File: src/rtl/engine_divide_multi_if.sv
`timescale 1ns/1ps
`default_nettype none
// +-----------------------------------------------------------------------+
// | Module   : engine_divide_multi_if                                     |
// | Function : Request/result bundle for the multi-step divider engine.   |
// | Revision : 1.0 - initial release                                      |
// +-----------------------------------------------------------------------+
interface engine_divide_multi_if #(
    parameter int WIDTH = 32
);
    logic [WIDTH-1:0] numerator;
    logic [WIDTH-1:0] denominator;
    logic             signed_op;
    logic             go;
    logic             abort;
    logic             busy;
    logic             result_valid;
    logic [WIDTH-1:0] quotient;
    logic [WIDTH-1:0] remainder;
    logic             div_by_zero;

    modport master (
        output numerator, denominator, signed_op, go, abort,
        input  busy, result_valid, quotient, remainder, div_by_zero
    );

    modport slave (
        input  numerator, denominator, signed_op, go, abort,
        output busy, result_valid, quotient, remainder, div_by_zero
    );
endinterface
`default_nettype wire

File: src/rtl/engine_divide_multi.sv
`timescale 1ns/1ps
`default_nettype none
// +-----------------------------------------------------------------------+
// | Module   : engine_divide_multi                                        |
// | Function : Restoring signed/unsigned divider, STEPS bits per cycle.   |
// | Revision : 1.0 - initial release                                      |
// +-----------------------------------------------------------------------+
module engine_divide_multi #(
    parameter int WIDTH = 32,
    parameter int STEPS = 1
) (
    input  wire logic            clock,
    input  wire logic            clock_areset_n,
    engine_divide_multi_if.slave bus
);
    localparam int N  = WIDTH / STEPS;
    localparam int CW = (N > 1) ? $clog2(N) : 1;

    generate
        if (WIDTH < 4 || !(STEPS == 1 || STEPS == 2 || STEPS == 4) || (WIDTH % STEPS) != 0) begin : g_bad_params
            $error("engine_divide_multi: illegal WIDTH/STEPS combination");
        end
    endgenerate

    typedef enum logic [1:0] {
        IDLE = 2'd0,
        CALC = 2'd1,
        FIX  = 2'd2
    } state_t;

    state_t           state_q,    state_d;
    logic [CW-1:0]    count_q,    count_d;
    logic [WIDTH-1:0] rem_q,      rem_d;
    logic [WIDTH-1:0] quo_q,      quo_d;
    logic [WIDTH-1:0] den_q,      den_d;
    logic             qneg_q,     qneg_d;
    logic             rneg_q,     rneg_d;
    logic             zero_q,     zero_d;
    logic             busy_q,     busy_d;
    logic             valid_q,    valid_d;
    logic [WIDTH-1:0] quot_out_q, quot_out_d;
    logic [WIDTH-1:0] rem_out_q,  rem_out_d;
    logic             dbz_out_q,  dbz_out_d;

    logic [WIDTH-1:0] num_mag;
    logic [WIDTH-1:0] den_mag;
    logic [WIDTH-1:0] step_rem;
    logic [WIDTH-1:0] step_quo;
    logic [WIDTH:0]   trial;

    always_comb begin
        state_d    = state_q;
        count_d    = count_q;
        rem_d      = rem_q;
        quo_d      = quo_q;
        den_d      = den_q;
        qneg_d     = qneg_q;
        rneg_d     = rneg_q;
        zero_d     = zero_q;
        busy_d     = busy_q;
        valid_d    = 1'b0;
        quot_out_d = quot_out_q;
        rem_out_d  = rem_out_q;
        dbz_out_d  = dbz_out_q;

        // Unsigned negation keeps -2^(WIDTH-1) as the exact magnitude 2^(WIDTH-1).
        num_mag = (bus.signed_op && bus.numerator[WIDTH-1])   ? -bus.numerator   : bus.numerator;
        den_mag = (bus.signed_op && bus.denominator[WIDTH-1]) ? -bus.denominator : bus.denominator;

        step_rem = rem_q;
        step_quo = quo_q;
        trial    = '0;
        for (int i = 0; i < STEPS; i++) begin
            trial    = {step_rem, step_quo[WIDTH-1]};
            step_quo = {step_quo[WIDTH-2:0], 1'b0};
            if (trial >= {1'b0, den_q}) begin
                trial       = trial - {1'b0, den_q};
                step_quo[0] = 1'b1;
            end
            step_rem = trial[WIDTH-1:0];
        end

        case (state_q)
            IDLE: begin
                if (bus.go && !bus.abort) begin
                    busy_d  = 1'b1;
                    count_d = CW'(N - 1);
                    qneg_d  = bus.signed_op & (bus.numerator[WIDTH-1] ^ bus.denominator[WIDTH-1]);
                    rneg_d  = bus.signed_op & bus.numerator[WIDTH-1];
                    if (bus.denominator == '0) begin
                        // Zero divisor skips iteration; raw numerator is parked in rem_q.
                        zero_d  = 1'b1;
                        rem_d   = bus.numerator;
                        quo_d   = '1;
                        state_d = FIX;
                    end else begin
                        zero_d  = 1'b0;
                        rem_d   = '0;
                        quo_d   = num_mag;
                        den_d   = den_mag;
                        state_d = CALC;
                    end
                end
            end
            CALC: begin
                if (bus.abort) begin
                    busy_d  = 1'b0;
                    state_d = IDLE;
                end else begin
                    rem_d = step_rem;
                    quo_d = step_quo;
                    if (count_q == '0) begin
                        state_d = FIX;
                    end else begin
                        count_d = count_q - 1'b1;
                    end
                end
            end
            FIX: begin
                busy_d  = 1'b0;
                state_d = IDLE;
                if (!bus.abort) begin
                    quot_out_d = (!zero_q && qneg_q) ? -quo_q : quo_q;
                    rem_out_d  = (!zero_q && rneg_q) ? -rem_q : rem_q;
                    dbz_out_d  = zero_q;
                    valid_d    = 1'b1;
                end
            end
            default: begin
                busy_d  = 1'b0;
                state_d = IDLE;
            end
        endcase
    end

    always_ff @(posedge clock or negedge clock_areset_n) begin
        if (!clock_areset_n) begin
            state_q    <= IDLE;
            count_q    <= '0;
            rem_q      <= '0;
            quo_q      <= '0;
            den_q      <= '0;
            qneg_q     <= 1'b0;
            rneg_q     <= 1'b0;
            zero_q     <= 1'b0;
            busy_q     <= 1'b0;
            valid_q    <= 1'b0;
            quot_out_q <= '0;
            rem_out_q  <= '0;
            dbz_out_q  <= 1'b0;
        end else begin
            state_q    <= state_d;
            count_q    <= count_d;
            rem_q      <= rem_d;
            quo_q      <= quo_d;
            den_q      <= den_d;
            qneg_q     <= qneg_d;
            rneg_q     <= rneg_d;
            zero_q     <= zero_d;
            busy_q     <= busy_d;
            valid_q    <= valid_d;
            quot_out_q <= quot_out_d;
            rem_out_q  <= rem_out_d;
            dbz_out_q  <= dbz_out_d;
        end
    end

    assign bus.busy         = busy_q;
    assign bus.result_valid = valid_q;
    assign bus.quotient     = quot_out_q;
    assign bus.remainder    = rem_out_q;
    assign bus.div_by_zero  = dbz_out_q;
endmodule
`default_nettype wire

File: src/flat_wrapper.sv
// flat-port wrapper written by rule: the top's interface ports become plain ports
module engine_divide_multi_flat 
#(
    parameter int WIDTH = 32,
    parameter int STEPS = 1
)
  (clock, clock_areset_n, bus_numerator, bus_denominator, bus_signed_op, bus_go, bus_abort, bus_busy, bus_result_valid, bus_quotient, bus_remainder, bus_div_by_zero);
  engine_divide_multi_if #(.WIDTH(WIDTH)) bus_i ();
  input  wire logic clock;
  input  wire logic clock_areset_n;
  input wire logic [$bits(bus_i.numerator)-1:0] bus_numerator;
  input wire logic [$bits(bus_i.denominator)-1:0] bus_denominator;
  input wire logic [$bits(bus_i.signed_op)-1:0] bus_signed_op;
  input wire logic [$bits(bus_i.go)-1:0] bus_go;
  input wire logic [$bits(bus_i.abort)-1:0] bus_abort;
  output wire logic [$bits(bus_i.busy)-1:0] bus_busy;
  output wire logic [$bits(bus_i.result_valid)-1:0] bus_result_valid;
  output wire logic [$bits(bus_i.quotient)-1:0] bus_quotient;
  output wire logic [$bits(bus_i.remainder)-1:0] bus_remainder;
  output wire logic [$bits(bus_i.div_by_zero)-1:0] bus_div_by_zero;
  assign bus_i.numerator = bus_numerator;
  assign bus_i.denominator = bus_denominator;
  assign bus_i.signed_op = bus_signed_op;
  assign bus_i.go = bus_go;
  assign bus_i.abort = bus_abort;
  assign bus_busy = bus_i.busy;
  assign bus_result_valid = bus_i.result_valid;
  assign bus_quotient = bus_i.quotient;
  assign bus_remainder = bus_i.remainder;
  assign bus_div_by_zero = bus_i.div_by_zero;
  engine_divide_multi #(.WIDTH(WIDTH), .STEPS(STEPS)) u_core (.clock(clock), .clock_areset_n(clock_areset_n), .bus(bus_i));
endmodule
File: config.mk
export PLATFORM = sky130hd
export DESIGN_NAME = engine_divide_multi_flat
export DESIGN_NICKNAME = d
export VERILOG_FILES = /design/src/rtl/engine_divide_multi_if.sv /design/src/rtl/engine_divide_multi.sv /design/src/flat_wrapper.sv
export SDC_FILE = /design/constraint.sdc
export NUM_CORES = 1
export LEC_CHECK = 0
export CORE_AREA = 4 4 180 138
export DETAILED_ROUTE_END_ITERATION = 10
export DIE_AREA = 0 0 184 142
export GPL_ROUTABILITY_DRIVEN = 0
export PLACE_DENSITY = 0.78
export SYNTH_ARGS = -nofsm -noshare
export SYNTH_HDL_FRONTEND = slang
export SYNTH_SLANG_ARGS = --single-unit
File: constraint.sdc
create_clock -name clock -period 4.1 [get_ports clock]
set_input_delay 0.41 -clock clock [delete_from_list [all_inputs] [get_ports clock]]
set_output_delay 0.41 -clock clock [all_outputs]
set_load 0.01 [all_outputs]
# After elaboration in Yosys (flattened, before gate mapping)
# Index checks and enable logic that the tools add are counted.
# Widths: inputs -> output; s select.
classes:
  n_lt_le_gt_ge: 1
  bitwise_logic: 5
  addsub: 6
  eq_ne: 7
  n_reduce_logical: 18
  n_mux: 29
ops:
  columns: ["op", "count"]
  rows:
  - ["$mux 32", 11]
  - ["$neg 32->32", 4]
  - ["$pmux 32 s2", 2]
  - ["$ge 33x32->1", 1]
  - ["$logic_not 32->1", 1]
  - ["$sub 32x32->32", 1]
  - ["$mux 5", 3]
  - ["$pmux 5 s2", 1]
  - ["$mux 2", 4]
  - ["$reduce_and 2->1", 4]
  - ["$mux 1", 6]
  - ["$ne 2x2->1 const B", 3]
  - ["$reduce_and 3->1", 2]
  - ["$logic_and 1x1->1", 5]
  - ["$logic_not 5->1", 1]
  - ["$sub 5x1->5 const B", 1]
  - ["$pmux 2 s2", 1]
  - ["$reduce_and 4->1", 1]
  - ["$ne 3x2->1 const B", 1]
  - ["$and 1x1->1", 2]
  - ["$eq 2x1->1 const B", 1]
  - ["$eq 2x2->1 const B", 1]
  - ["$logic_not 1->1", 2]
  - ["$logic_not 2->1", 1]
  - ["5 further kinds", 6]
totals:
  word_cells: 79
  regBits: 173

# Depth between registers and ports, before layout
logic_depth:
  word_depth: 5
  mapped_depth: 14
  mapped_depth_nobuf: 12

# Worst setup path before layout
# Ideal clock, no wire load.
synth_path:
  path_kind: "reg-to-reg"
  start: "reg u_core.rem_q[2]"
  end: "reg u_core.rem_q[17]"
  period_less_slack_ns: 2.895
  arrival_ns: 2.770
  required_ns: 3.975
  stages_incl_launch_ff: 13
  path_slack_ns: 1.205
  path_cell_list: "dfrtp_1 > ha_1 > a21o_1 > a21oi_1 > a31oi_1 > a211oi_1 > o21ai_0 > o2bb2ai_1 > buf_2 > buf_2 > nor3_1 > a31oi_1 > a21oi_1"
synth_between:
  elab_chain_cells: 4
  word_cells_on_any_way: 5
  classes_between: "add/sub (1); order compare (1); mux (3)"
synth_rtl:
  columns: ["element", "line_no", "source"]
  rows:
  - ["start: declaration", "engine_divide_multi.sv:33", "logic [WIDTH-1:0] rem_q, rem_d;"]
  - ["start signal: assignment", "engine_divide_multi.sv:154", "rem_q <= rem_d;"]
  - ["$sub 32x32->32 or $ge 33x32->1 (tied branches)", "engine_divide_multi.sv:77, engine_divide_multi.sv:76", null]
  - ["$mux 32 (*)", "engine_divide_multi.sv:76", "if (trial >= {1'b0, den_q}) begin"]
  - ["$mux 32 (*)", "engine_divide_multi.sv:106", "if (bus.abort) begin"]
  - ["$pmux 32 s2 (*)", "engine_divide_multi.sv:83", "case (state_q)"]
# Mark *: on every way between the ends. The rest lies on a longest branch, timed or not. The select of a mux whose other input is x is not followed.
# A chain may end at the register's enable or synchronous reset.

# Worst setup path after layout
layout_path:
  start: "reg u_core.rem_q[2]"
  end: "reg u_core.rem_q[2]"
layout_between:
  elab_chain_cells: 4
layout_rtl:
  columns: ["element", "line_no"]
  rows:
  - ["$ge 33x32->1", "engine_divide_multi.sv:76"]
  - ["$mux 32", "engine_divide_multi.sv:76"]
  - ["$mux 32", "engine_divide_multi.sv:106"]
  - ["$pmux 32 s2", "engine_divide_multi.sv:83"]
# No other way between the ends. The select of a mux whose other input is x is not followed.

==> run metrics <==
status finished clean; ANT cells 0; I/O Pins 136; post-synthesis sequential area ratio 0.379; CP top delay family compound AO/OA/AOI/OAI gates; Synth Flop Type dfrtp_1; number of max-slew violations in the final report 0; Setup CP Type reg2reg; Critical Path, Cell by Cell ha_1, a21o_1, a21oi_1, a31oi_1, a211oi_1, buf_4, o21ai_0, o2bb2ai_2, buf_4, mux2i_1, a2bb2oi_1, o21ai_0; CTS tree yes; Total Die Area 26100 um^2; drt wl/cell 18.8 um; drt drc 0; post-cts sizing count 0; GR Layer Usage met3 0.0902; Util after Layout 0.601; CTS max path bufs 2; final net count 1627; ys async rst share 1.00; minimum clock period 3.36 ns; post-route ant nets 0; EDFF count, synth 0; Placed Instance Area 13200 um^2; reg2reg start u_core.rem_q[2]; clock network power share 0.204; clock sink count 173; grt total ovfl 0; cell taking the most area after synthesis dfrtp_1; DR vias 11000; period utilisation layout 0.821; fmax 297 MHz; worst hold slack 0.0998 ns; drt total wl 34500 um; GRT busiest layer met2; internal power 4.58 mW; critical path required time 4.41 ns; CTS buffer count 17; Bufs and invs on worst path 2; initial antenna violation count 1; Fin Setup TNS 0 ns; clk slew on worst S/H paths 0.07 ns; Synth warnings 0; Leakage 5.69 nW; largest net degree at the start of global routing 102; Clock Tree Root clkbuf_16; share of the synthesized area in the top cell type 0.379; Synth Instances 1404; Critical Path AT 3.67 ns; main area contributors after synthesis dfrtp_1, nand2_1, xnor2_1; worst min path class in2async; number of port buffers 135; Crit Path Max Fanout 30; max capacitance violation total 0; skew final 0.00973 ns; die width 184 um; crit start category flop; layout cell share with drive strength beyond 1 0.0587; measured slew at the worst slew-check pin 1.21 ns; slowest CP cell dfrtp_1; Net Sw Power 3.61 mW; Net Sw Frac 0.441; Slowest Stage Delay on Critical Path 0.47 ns; routing usage on met2 0.397; Sequential Power Share 0.305; syn_area_per_cell 8.13 um^2; H-tree levels 4; vias per std cell 6.02; Post-Syn Area 11400 um^2; Overall Global Routing Usage 0.259; worst vdd ir 373 uV; M1 GR Usage 0.358; vias in the first global route 10400; most frequent cell after synthesis nand2_1; Logic pwr share 0.491; FP Rows 48; Post-CTS Hold Fix Bufs 0; CP startpoint u_core.rem_q[2]; initial core utilization 0.498; DRT iter0 DRCs 1120; Worst slew margin 0.193; Post-DP HPWL 25700 um; area of the core 22900 um^2; synthesized net count 1512; Seq cells post-synth 173; Design Area, Final 13800 um^2; Post-synth top cells nand2_1, dfrtp_1, a21oi_1; 1st-pass router iterations 6; # setup viols final 0; unique cell type count in the Yosys netlist 68; worst skew pair latency 0.44 ns; Critical Path End Type flop; RSZ-0062 raised after global routing false; postcts setup bufs 0; PwrDens 594 nW/um^2; die height 142 um; Area Growth Syn to Fin 20.6%; final hold vios 0; first-pass GRT wire length 54500 um
==> state kept, by name (all words and copies together), names as in the netlist <==
name / count
u_core.quo_q: 32
u_core.bus.result_valid: 1
u_core.zero_q: 1
u_core.qneg_q: 1
u_core.bus.busy: 1
u_core.bus.remainder: 32
u_core.state_q: 2
u_core.rem_q: 32
u_core.bus.div_by_zero: 1
u_core.bus.quotient: 32
u_core.rneg_q: 1
u_core.count_q: 5
u_core.den_q: 32
==> layout make-up <==
type,count,area (um^2)
clock buffers,20,457
clock inverters,12,135
well taps,300,375
repair buffers,174,1670
flip-flops and latches,173,4330
fillers,1993,9170
multi-input cells,1089,6570
inverters,64,240
==> layout by cell type, fill, tap and decap left out, types with 10 or more instances in the layout <==
| master | instances |
|---|---|
| a31oi_1 | 43 |
| clkdlybuf4s50_1 | 134 |
| o31ai_1 | 21 |
| o21ai_0 | 130 |
| nor2_1 | 120 |
| a21o_1 | 15 |
| o22ai_1 | 21 |
| nand3_1 | 22 |
| nand2b_1 | 15 |
| a21oi_1 | 134 |
| dfrtp_1 | 173 |
| ha_1 | 38 |
| inv_1 | 64 |
| clkbuf_16 | 17 |
| nor3_1 | 42 |
| buf_4 | 37 |
| or4_1 | 11 |
| o41ai_1 | 10 |
| nand2_1 | 184 |
| xnor2_1 | 78 |
| or3_1 | 13 |
| xor2_1 | 68 |
| nor4_1 | 12 |
==> worst paths after layout <==
path / endpoint / slack, ns / depth (start not counted)
min in group clock: u_core.bus.quotient[17] / 0.48 / 2
worst min register to register: u_core.bus.quotient[17] / 0.48 / 2
worst max register to register: u_core.rem_q[2] / 0.74 / 12
worst max-delay path: u_core.rem_q[2] / 0.74 / 12
max in group asynchronous: u_core.bus.quotient[23] / 3.09 / 2
worst min-delay path: u_core.bus.remainder[8] / 0.1 / 1
==> cell families after synthesis <==
| logic type | after synthesis | synth area share |
|---|---|---|
| buffers and inverters | 142 | 0.0480 |
| adders and majority gates | 39 | 0.0434 |
| AOI/OAI and AO/OA | 435 | 0.225 |
| xor gates and xnor gates | 146 | 0.112 |
| DFF | 173 | 0.379 |
| and+or+nand+nor | 465 | 0.188 |
| muxes | 4 | 0.00373 |
==> routing by layer <==
metal  wire, um  share of wire
met5         13        0.00038
met4        701          0.020
met3       3790           0.11
met2      15100           0.44
met1      14800           0.43
==> power by group through the flow <==
stage	clock network, mW	registers [mW]	logic, mW
final	1.67	2.50	4.02
after global routing	1.76	2.53	4.36
after CTS	1.68	2.47	3.91
after detailed placement	0	2.50	3.87
after global placement	0	2.49	3.77
after floorplan	0	2.39	2.75
==> worst register-to-register path, delay by kind of cell, from the launching register on <==
kind | cells | cell delay, ns
fa+ha+maj | 1 | 0.40
compound gates | 8 | 1.57
flops | 1 | 0.47
mux | 1 | 0.23
buf+inv | 2 | 0.56
==> stage by stage <==
| stage | cells | setup slack (ns) | power [mW] |
|---|---|---|---|
| floorplan | 1404 | 1.20 | 5.13 |
| global route | 1832 | 0.508 | 8.65 |
| CTS | 1832 | 0.781 | 8.06 |
| global placement | 1800 | 0.683 | 6.26 |
| finish | 1832 | 0.735 | 8.18 |
| detailed placement | 1800 | 0.577 | 6.37 |
Power figures use the tool's default switching activity.
